File: src/rtl/cop_pkg.sv
// Shared definitions for the custom-instruction co-processor port.
// Request FSM encoding, CUSTOM_0..3 major opcodes and an opcode classifier.
// No logic of its own; nothing to stall.
package cop_pkg;

    typedef enum logic [0:0] {
        ST_IDLE  = 1'b0,
        ST_ISSUE = 1'b1
    } cop_state_e;

    localparam logic [6:0] OPC_CUSTOM_0 = 7'b0001011;
    localparam logic [6:0] OPC_CUSTOM_1 = 7'b0101011;
    localparam logic [6:0] OPC_CUSTOM_2 = 7'b1011011;
    localparam logic [6:0] OPC_CUSTOM_3 = 7'b1111011;

    function automatic logic is_custom(input logic [31:0] insn);
        return (insn[6:0] == OPC_CUSTOM_0) || (insn[6:0] == OPC_CUSTOM_1) ||
               (insn[6:0] == OPC_CUSTOM_2) || (insn[6:0] == OPC_CUSTOM_3);
    endfunction

endpackage

File: src/rtl/cop_res_buf.sv
// One-entry writeback buffer between the co-processor result and the register file.
// Load-to-wb_valid latency 1 cycle; the entry stays put until wb_ready.
// o_rdywr is low only while full and not draining; a same-cycle drain frees the slot.
module cop_res_buf #(
    parameter int XLEN = 64
) (
    input  logic            i_clk,
    input  logic            i_rst_n,
    input  logic            i_load,
    input  logic [4:0]      i_load_rd,
    input  logic [XLEN-1:0] i_load_data,
    input  logic            i_wb_ready,
    output logic            o_rdywr,
    output logic            o_wb_valid,
    output logic [4:0]      o_wb_addr,
    output logic [XLEN-1:0] o_wb_data
);

    logic            r_full;
    logic [4:0]      r_addr;
    logic [XLEN-1:0] r_data;
    logic            w_keep;

    // x0 writes are architecturally void, so they never occupy the slot
    assign w_keep     = i_load && (i_load_rd != 5'd0);
    assign o_rdywr    = !r_full || i_wb_ready;
    assign o_wb_valid = r_full;
    assign o_wb_addr  = r_addr;
    assign o_wb_data  = r_data;

    always_ff @(posedge i_clk or negedge i_rst_n) begin
        if (!i_rst_n) begin
            r_full <= 1'b0;
            r_addr <= '0;
            r_data <= '0;
        end else if (w_keep) begin
            r_full <= 1'b1;
            r_addr <= i_load_rd;
            r_data <= i_load_data;
        end else if (i_wb_ready) begin
            r_full <= 1'b0;
        end
    end

endmodule

File: src/rtl/cop_issue.sv
// Core-side initiator: issues one CUSTOM_x instruction to the co-processor, buffers the result.
// Accept at N -> cop_valid at N+1 -> wb_valid at N+2 with a same-cycle responder.
// req_ready only in IDLE; ISSUE holds while the result buffer is full or the co-processor waits.
module cop_issue
    import cop_pkg::*;
#(
    parameter int XLEN    = 64,
    parameter int TIMEOUT = 255
) (
    input  logic            cop_clk,
    input  logic            cop_rst,
    input  logic            req_valid,
    output logic            req_ready,
    input  logic [31:0]     req_insn,
    input  logic [XLEN-1:0] req_rs1,
    input  logic [XLEN-1:0] req_rs2,
    input  logic [4:0]      req_rd,
    output logic            cop_valid,
    output logic [31:0]     cop_insn,
    output logic [XLEN-1:0] cop_rs1,
    output logic [XLEN-1:0] cop_rs2,
    output logic            cop_rdywr,
    input  logic            cop_wr,
    input  logic            cop_wait,
    input  logic            cop_ready,
    input  logic [XLEN-1:0] cop_rd,
    output logic            wb_valid,
    output logic [4:0]      wb_addr,
    output logic [XLEN-1:0] wb_data,
    input  logic            wb_ready,
    output logic            ill_insn
);

    localparam logic [7:0] TO_LAST = 8'(TIMEOUT - 1);

    cop_state_e      r_state;
    cop_state_e      w_next_state;
    logic [31:0]     r_insn;
    logic [XLEN-1:0] r_rs1;
    logic [XLEN-1:0] r_rs2;
    logic [4:0]      r_rd;
    logic [7:0]      r_wait_cnt;
    logic            w_accept;
    logic            w_load;
    logic            w_cnt_inc;
    logic            w_ill;
    logic            w_rdywr;

    always_ff @(posedge cop_clk or negedge cop_rst) begin
        if (!cop_rst) begin
            r_state    <= ST_IDLE;
            r_insn     <= '0;
            r_rs1      <= '0;
            r_rs2      <= '0;
            r_rd       <= '0;
            r_wait_cnt <= '0;
        end else begin
            r_state <= w_next_state;
            if (w_accept) begin
                r_insn     <= req_insn;
                r_rs1      <= req_rs1;
                r_rs2      <= req_rs2;
                r_rd       <= req_rd;
                r_wait_cnt <= '0;
            end else if (w_cnt_inc && (r_wait_cnt != 8'hFF)) begin
                r_wait_cnt <= r_wait_cnt + 8'd1;
            end
        end
    end

    always_comb begin
        w_next_state = r_state;
        w_accept     = 1'b0;
        w_load       = 1'b0;
        w_cnt_inc    = 1'b0;
        w_ill        = 1'b0;
        case (r_state)
            ST_IDLE: begin
                if (req_valid) begin
                    w_accept     = 1'b1;
                    w_next_state = ST_ISSUE;
                end
            end
            ST_ISSUE: begin
                // a stalled co-processor's wr/wait lines carry no decision yet
                if (cop_ready) begin
                    if (cop_wr) begin
                        if (w_rdywr) begin
                            w_load       = 1'b1;
                            w_next_state = ST_IDLE;
                        end
                    end else if (cop_wait) begin
                        w_cnt_inc = 1'b1;
                        if (r_wait_cnt >= TO_LAST) begin
                            w_ill        = 1'b1;
                            w_next_state = ST_IDLE;
                        end
                    end else begin
                        w_ill        = 1'b1;
                        w_next_state = ST_IDLE;
                    end
                end
            end
            default: w_next_state = ST_IDLE;
        endcase
    end

    assign req_ready = (r_state == ST_IDLE);
    assign cop_valid = (r_state == ST_ISSUE);
    assign cop_insn  = r_insn;
    assign cop_rs1   = r_rs1;
    assign cop_rs2   = r_rs2;
    assign cop_rdywr = w_rdywr;
    assign ill_insn  = w_ill;

    cop_res_buf #(.XLEN(XLEN)) u_res_buf (
        .i_clk       (cop_clk),
        .i_rst_n     (cop_rst),
        .i_load      (w_load),
        .i_load_rd   (r_rd),
        .i_load_data (cop_rd),
        .i_wb_ready  (wb_ready),
        .o_rdywr     (w_rdywr),
        .o_wb_valid  (wb_valid),
        .o_wb_addr   (wb_addr),
        .o_wb_data   (wb_data)
    );

endmodule

File: config.mk
export PLATFORM = sky130hd
export DESIGN_NAME = cop_issue
export DESIGN_NICKNAME = d
export VERILOG_FILES = /design/src/rtl/cop_pkg.sv /design/src/rtl/cop_res_buf.sv /design/src/rtl/cop_issue.sv
export SDC_FILE = /design/constraint.sdc
export NUM_CORES = 1
export LEC_CHECK = 0
export CORE_AREA = 2 2 184 186
export CTS_CLUSTER_SIZE = 28
export DETAILED_ROUTE_END_ITERATION = 10
export DIE_AREA = 0 0 186 188
export HOLD_SLACK_MARGIN = 0.15
export PLACE_DENSITY = 0.67
export SYNTH_ARGS = -nofsm -noshare
export SYNTH_HDL_FRONTEND = slang
export SYNTH_SLANG_ARGS = --single-unit
export TNS_END_PERCENT = 20
File: constraint.sdc
create_clock -name cop_clk -period 5.34 [get_ports cop_clk]
set_input_delay 1.602 -clock cop_clk [delete_from_list [all_inputs] [get_ports cop_clk]]
set_output_delay 1.602 -clock cop_clk [all_outputs]
set_load 0.02 [all_outputs]
Word-level counts from Yosys, hierarchy flattened
Cells that the tools add are included. Widths: inputs -> output; s select.

Muxes and demuxes: 25. Add/subtract/negate cells: 1. Reduce and logical (&&, ||, !) cells: 7. Equality and inequality tests: 1. $lt $le $gt $ge: 1. Bitwise logic cells: 1.

Operator list (number): $mux 1 (22); $mux 8 (2); $add 8x1->8 const B (1); $ge 8x8->1 const B (1); $ne 8x8->1 const B (1); $reduce_bool 5->1 (1); $reduce_bool 2->1 (2); $logic_and 1x1->1 (2); $pmux 1 s2 (1); $logic_not 1->1 (1); $logic_or 1x1->1 (1); $not 1->1 (1).

Logic and storage cells: 45. Output and inout port bits: 234. Input bits: 236. Bits in registers: 244.

Depth between registers and ports, before layout
Depth after elaboration: 8. Depth in mapped cells: 6. Mapped depth without buffers: 6.

Modules after synthesis
A second synthesis with hierarchy kept.

Cells, all modules: 912. Area total of the unflattened synthesis: 9372.7 um^2.

By module, submodules not included: cop_issue (instances 1, area an instance 6739.0 um^2, cells an instance 759, sequential area each 4354.2 um^2); cop_res_buf (instances 1, area an instance 2633.8 um^2, cells an instance 153, sequential area each 1751.7 um^2).

Least setup slack after synthesis
Ideal clock, no wire load.

Path kind: in2out. Start: in cop_wait. End: out ill_insn. Slack: 1512 ps. Arrival time: 2226 ps. Path buffers: 0. Cell stages on the path: 2. Required time: 3738 ps. Path through: o31ai_1 > nor3b_1.

Cells in the longest elaborated chain, start to end: 4.

Ends and longest elaborated chain: start: declaration (RTL line cop_issue.sv:24) `input logic cop_wait,`; $mux 1 (RTL line cop_issue.sv:92) `end else if (cop_wait) begin`; $mux 1 (RTL line cop_issue.sv:87) `if (cop_wr) begin`; $mux 1 (RTL line cop_issue.sv:86) `if (cop_ready) begin`; $mux 1 (RTL line cop_issue.sv:77) `case (r_state)`; end: declaration (RTL line cop_issue.sv:31) `output logic ill_insn`.

Every way passes these cells.

Worst setup path after layout
Same ends and word-level chain as after synthesis.

==> summary by stage <==
Routing
The first detailed-routing pass took 4 iterations. After detailed routing, the average wire length per cell comes to 15.4 um. The number of vias in the routed layout is 7,820. Wires add up to 28,300 um. The via density per instance is 4.26. For this block, the initial DRC count from the detailed router was 332.

After detailed routing, the number of remaining DRC violations is 0. The count of nets left with antenna violations once routing finished came out at 0.

Synthesis
Sequential elements use 65.7% of the synthesized area. The number of unique standard cell types used by synthesis is 31. After synthesis, the most frequently instantiated cells are sky130_fd_sc_hd__nand2_1 (503), sky130_fd_sc_hd__dfrtp_1 (244), sky130_fd_sc_hd__mux2_2 (69). Counting flops with a built-in enable in the synthesized netlist gives 0. sky130_fd_sc_hd__dfrtp_1 takes more of the synthesized area than any other cell.

By area the synthesized netlist is led by sky130_fd_sc_hd__dfrtp_1 (66%), sky130_fd_sc_hd__nand2_1 (20%), sky130_fd_sc_hd__mux2_2 (8.4%), sky130_fd_sc_hd__clkbuf_1 (1.3%), sky130_fd_sc_hd__buf_6 (0.85%). The share of Yosys cell area claimed by the top area cell type is 65.7%. The fraction of registers with async set/reset is 100%. The number of nets produced by synthesis is 1,140. Counting flops and latches in the post-synthesis netlist gives 244. After synthesis, the mean cell area works out to 10.3 um2. The cell area after synthesis is 0.00930 mm2. The top flip-flop cell by instance count after synthesis is sky130_fd_sc_hd__dfrtp_1.

The cell with the most instances after synthesis is sky130_fd_sc_hd__nand2_1. After technology mapping, the gate count stands at 902. The number of warning messages in the yosys log is 0.

Setup path
The slowest stage of the critical path belongs to the cell sky130_fd_sc_hd__clkdlybuf4s50_1. The most numerous cell type found on the critical path is sky130_fd_sc_hd__clkdlybuf4s50_1. The worst register-to-register path ends at u_res_buf.o_wb_data[17]. The maximum cell stage delay along the critical path is 640 ps.

The data arrival at the endpoint of the critical path is 3100 ps. The top fanout value on the critical path is 3. In this run the register-to-register setup slack is 3170 ps.

The required time of the critical path is 3740 ps. STA classifies the critical path startpoint as an input port. The critical path is of the in2out type. The critical path goes through clkdlybuf4s50_1 -> o31ai_1 -> nor3b_1 -> clkdlybuf4s50_1. The type of destination of the critical path is an output port. In this run the critical register-to-register path is launched from r_rd[0]. The worst-case reg-to-reg path depth is 4.

Floorplanning
During I/O placement, the number of pins put on the boundary was 470. For this configuration, the core starts out at a cell density of 28.1%. In this run the horizontal extent of the chip is 186 um.

The floorplan has 67 rows. In this run the vertical extent of the chip is 188 um. The area of the die is 0.0350 mm2. The core area is 0.0331 mm2.

Timing
Setup repair after global routing left no endpoint under its margin. The final hold slack is 471 ps. The post-route fraction of the period consumed by the critical path is 88.0%. The count of pins over their slew limit is 0.

The final critical-path required period is 4700 ps. For the final routed database, the setup TNS stands at 0 ps. Measured against its own limit, the worst slew margin works out to 44.7%.

The clock arrives with 12.2 ps of skew. The hold violation count in the final report is 0. Derived from the worst setup path, the maximum achievable clock frequency is 213 MHz.

Setup violations remaining at the end of the flow were counted as 0. The measured slew at the worst slew-check pin is 829 ps.

Flow run
Max-cap violations in this run came to 0.

Clock tree
The sink count of the clock tree is 244. The cell chosen for the clock root is sky130_fd_sc_hd__clkbuf_16. In this run the deepest clock path goes through 3 buffers.

For this design, the CTS-stage hold fixing added 0 buffers. Clock tree synthesis inserted a total of 28 buffers. Gates resized during post-CTS repair numbered 0.

Buffers added to address setup during post-CTS repair amount to 0. The clock insertion delay at the later pin of the skew report is 540 ps. The clock-pin transition on the worst setup and hold timing paths is 60 ps.

The CTS tree is built. CTS built an H-tree with a depth of 1.

Hold path
For hold timing, the worst endpoint is cop_rs1[30]. The type of the worst min-delay path is reg2reg. The startpoint of the most critical hold path is cop_rs1[30]. The hold-critical path depth is 2.

Power and ir drop
In this run the power spent charging and discharging nets is 2610 uW. The internal power summed over all cells is 5150 uW. Power spread over the standard cell area amounts to 504 mW/mm2. The power share of the sequential group is 36.1%.

The share of total power dissipated in combinational logic is 39.2%. IR analysis of the VDD net gives a maximum drop of 0.239 mV. Of the total power, the share spent switching nets is 33.7%. The cell leakage power is 0.00716 uW. In this run, the clock network consumes 24.7% of the power.

Global routing
After global routing the overflow that remains totals 0. The number of global-route vias before repair is 8,186. Entering global routing, the biggest net connects 107 pins. The global-route wire length before repair is 44,100 um. The number of antenna violations at the first check in global routing came to 0. The global-route total usage across every layer is 15.8%.

Cells and area
The area growth from synthesis to layout is 65.7%. The number of antenna diodes in the final layout is 0. With fillers left out, the area of the finished cells amounts to 0.0154 mm2. The total number of nets in the final design is 1,603. Fill cells in the final layout number 3,078. Of the cells placed in the final design, the portion with a size suffix greater than 1 is 9.02%.

Outcome
The flow ran to the end, and the final reports show no timing, DRC or antenna violations.

Place
After legalization and detailed placement, the total HPWL measured 20,100 um. The number of buffer cells added on primary ports is 469. Routability-driven placement finished with a final weighted congestion of 0.773.

Summing all placed instances gives a cell area of 0.0145 mm2.
power groups by stage:
stage / Combinational [uW] / Clock, uW / Sequential [uW]
2_1_floorplan: 636 / 0 / 3560
3_3_place_gp: 3050 / 0 / 2800
3_5_place_dp: 3070 / 0 / 2830
4_1_cts: 3090 / 1980 / 2810
5_1_grt: 3260 / 2060 / 2880
6_report: 3040 / 1910 / 2800
worst max path at each step:
stage / startpoint / to / slack [ps] / depth (start not counted)
2_1_floorplan: cop_wait / ill_insn / 1510 / 2
3_3_place_gp: cop_ready / ill_insn / 680 / 4
3_5_place_dp: cop_ready / ill_insn / 650 / 4
4_1_cts: cop_wait / ill_insn / 640 / 4
5_1_grt: cop_ready / ill_insn / 560 / 4
6_report: cop_wait / ill_insn / 640 / 4
worst max-delay path: cells and delay by family:
family	cells	cell delay, ps
compound gates	1	120
buf+inv	2	1100
simple gates	1	270
final cells by class:
class,instances,area (um2),share of cell area [%]
Inverter,2,7.51,0.0487
Clock buffer,45,876,5.68
Clock inverter,6,55.1,0.357
Tap cell,448,561,3.64
Sequential cell,244,6110,39.6
Multi-Input combinational cell,612,2980,19.4
Timing Repair Buffer,477,4820,31.3
layer usage:
layer | vias up | GRT usage [%] | share of wire, % | routed length, um
met5 | - | 0 | 0 | 0
met3 | 56 | 5.48 | 10 | 2930
met4 | 0 | 4.60 | 2.6 | 739
li1 | 3755 | - | - | -
met1 | 3666 | 18.6 | 39 | 11100
met2 | 343 | 26.9 | 48 | 13500
placed cells by master, fill, tap and decap left out, types with 3 or more instances in the layout:
cell type / n
sky130_fd_sc_hd__nand2_1: 502
sky130_fd_sc_hd__clkdlybuf4s50_1: 468
sky130_fd_sc_hd__dfrtp_1: 244
sky130_fd_sc_hd__mux2_2: 69
sky130_fd_sc_hd__clkbuf_16: 29
sky130_fd_sc_hd__clkbuf_8: 9
sky130_fd_sc_hd__clkbuf_1: 7
sky130_fd_sc_hd__nor2_1: 5
sky130_fd_sc_hd__clkinv_2: 5
sky130_fd_sc_hd__buf_12: 5
sky130_fd_sc_hd__nand4_1: 3
sky130_fd_sc_hd__o31ai_1: 3
sky130_fd_sc_hd__buf_4: 3
sequential cells by signal, summed over array words and instances (netlist names):
| name | count |
|---|---|
| r_rd | 5 |
| cop_valid | 1 |
| u_res_buf.o_wb_addr | 5 |
| u_res_buf.o_wb_data | 64 |
| cop_rs1 | 64 |
| cop_rs2 | 64 |
| u_res_buf.o_wb_valid | 1 |
| r_wait_cnt | 8 |
| cop_insn | 32 |
kinds of logic after synthesis:
family	synth area share (%)
AOI/OAI and AO/OA	1.13
xor gates and xnor gates	0.283
adders and majority gates	0.269
buffers and inverters	2.42
DFF	65.7
muxes	8.57
and+or+nand+nor	21.7
per-stage QoR:
step           instances  setup slack, ps  power [uW]  utilization, %
2_1_floorplan        902             1510        4200               -
3_3_place_gp        1783              681        5850            43.7
3_5_place_dp        1783              653        5910            43.7
4_1_cts             1834              641        7870            46.5
5_1_grt             1834              559        8200            46.5
6_report            1834              639        7760            46.5
(Power assumes the default switching activity.)
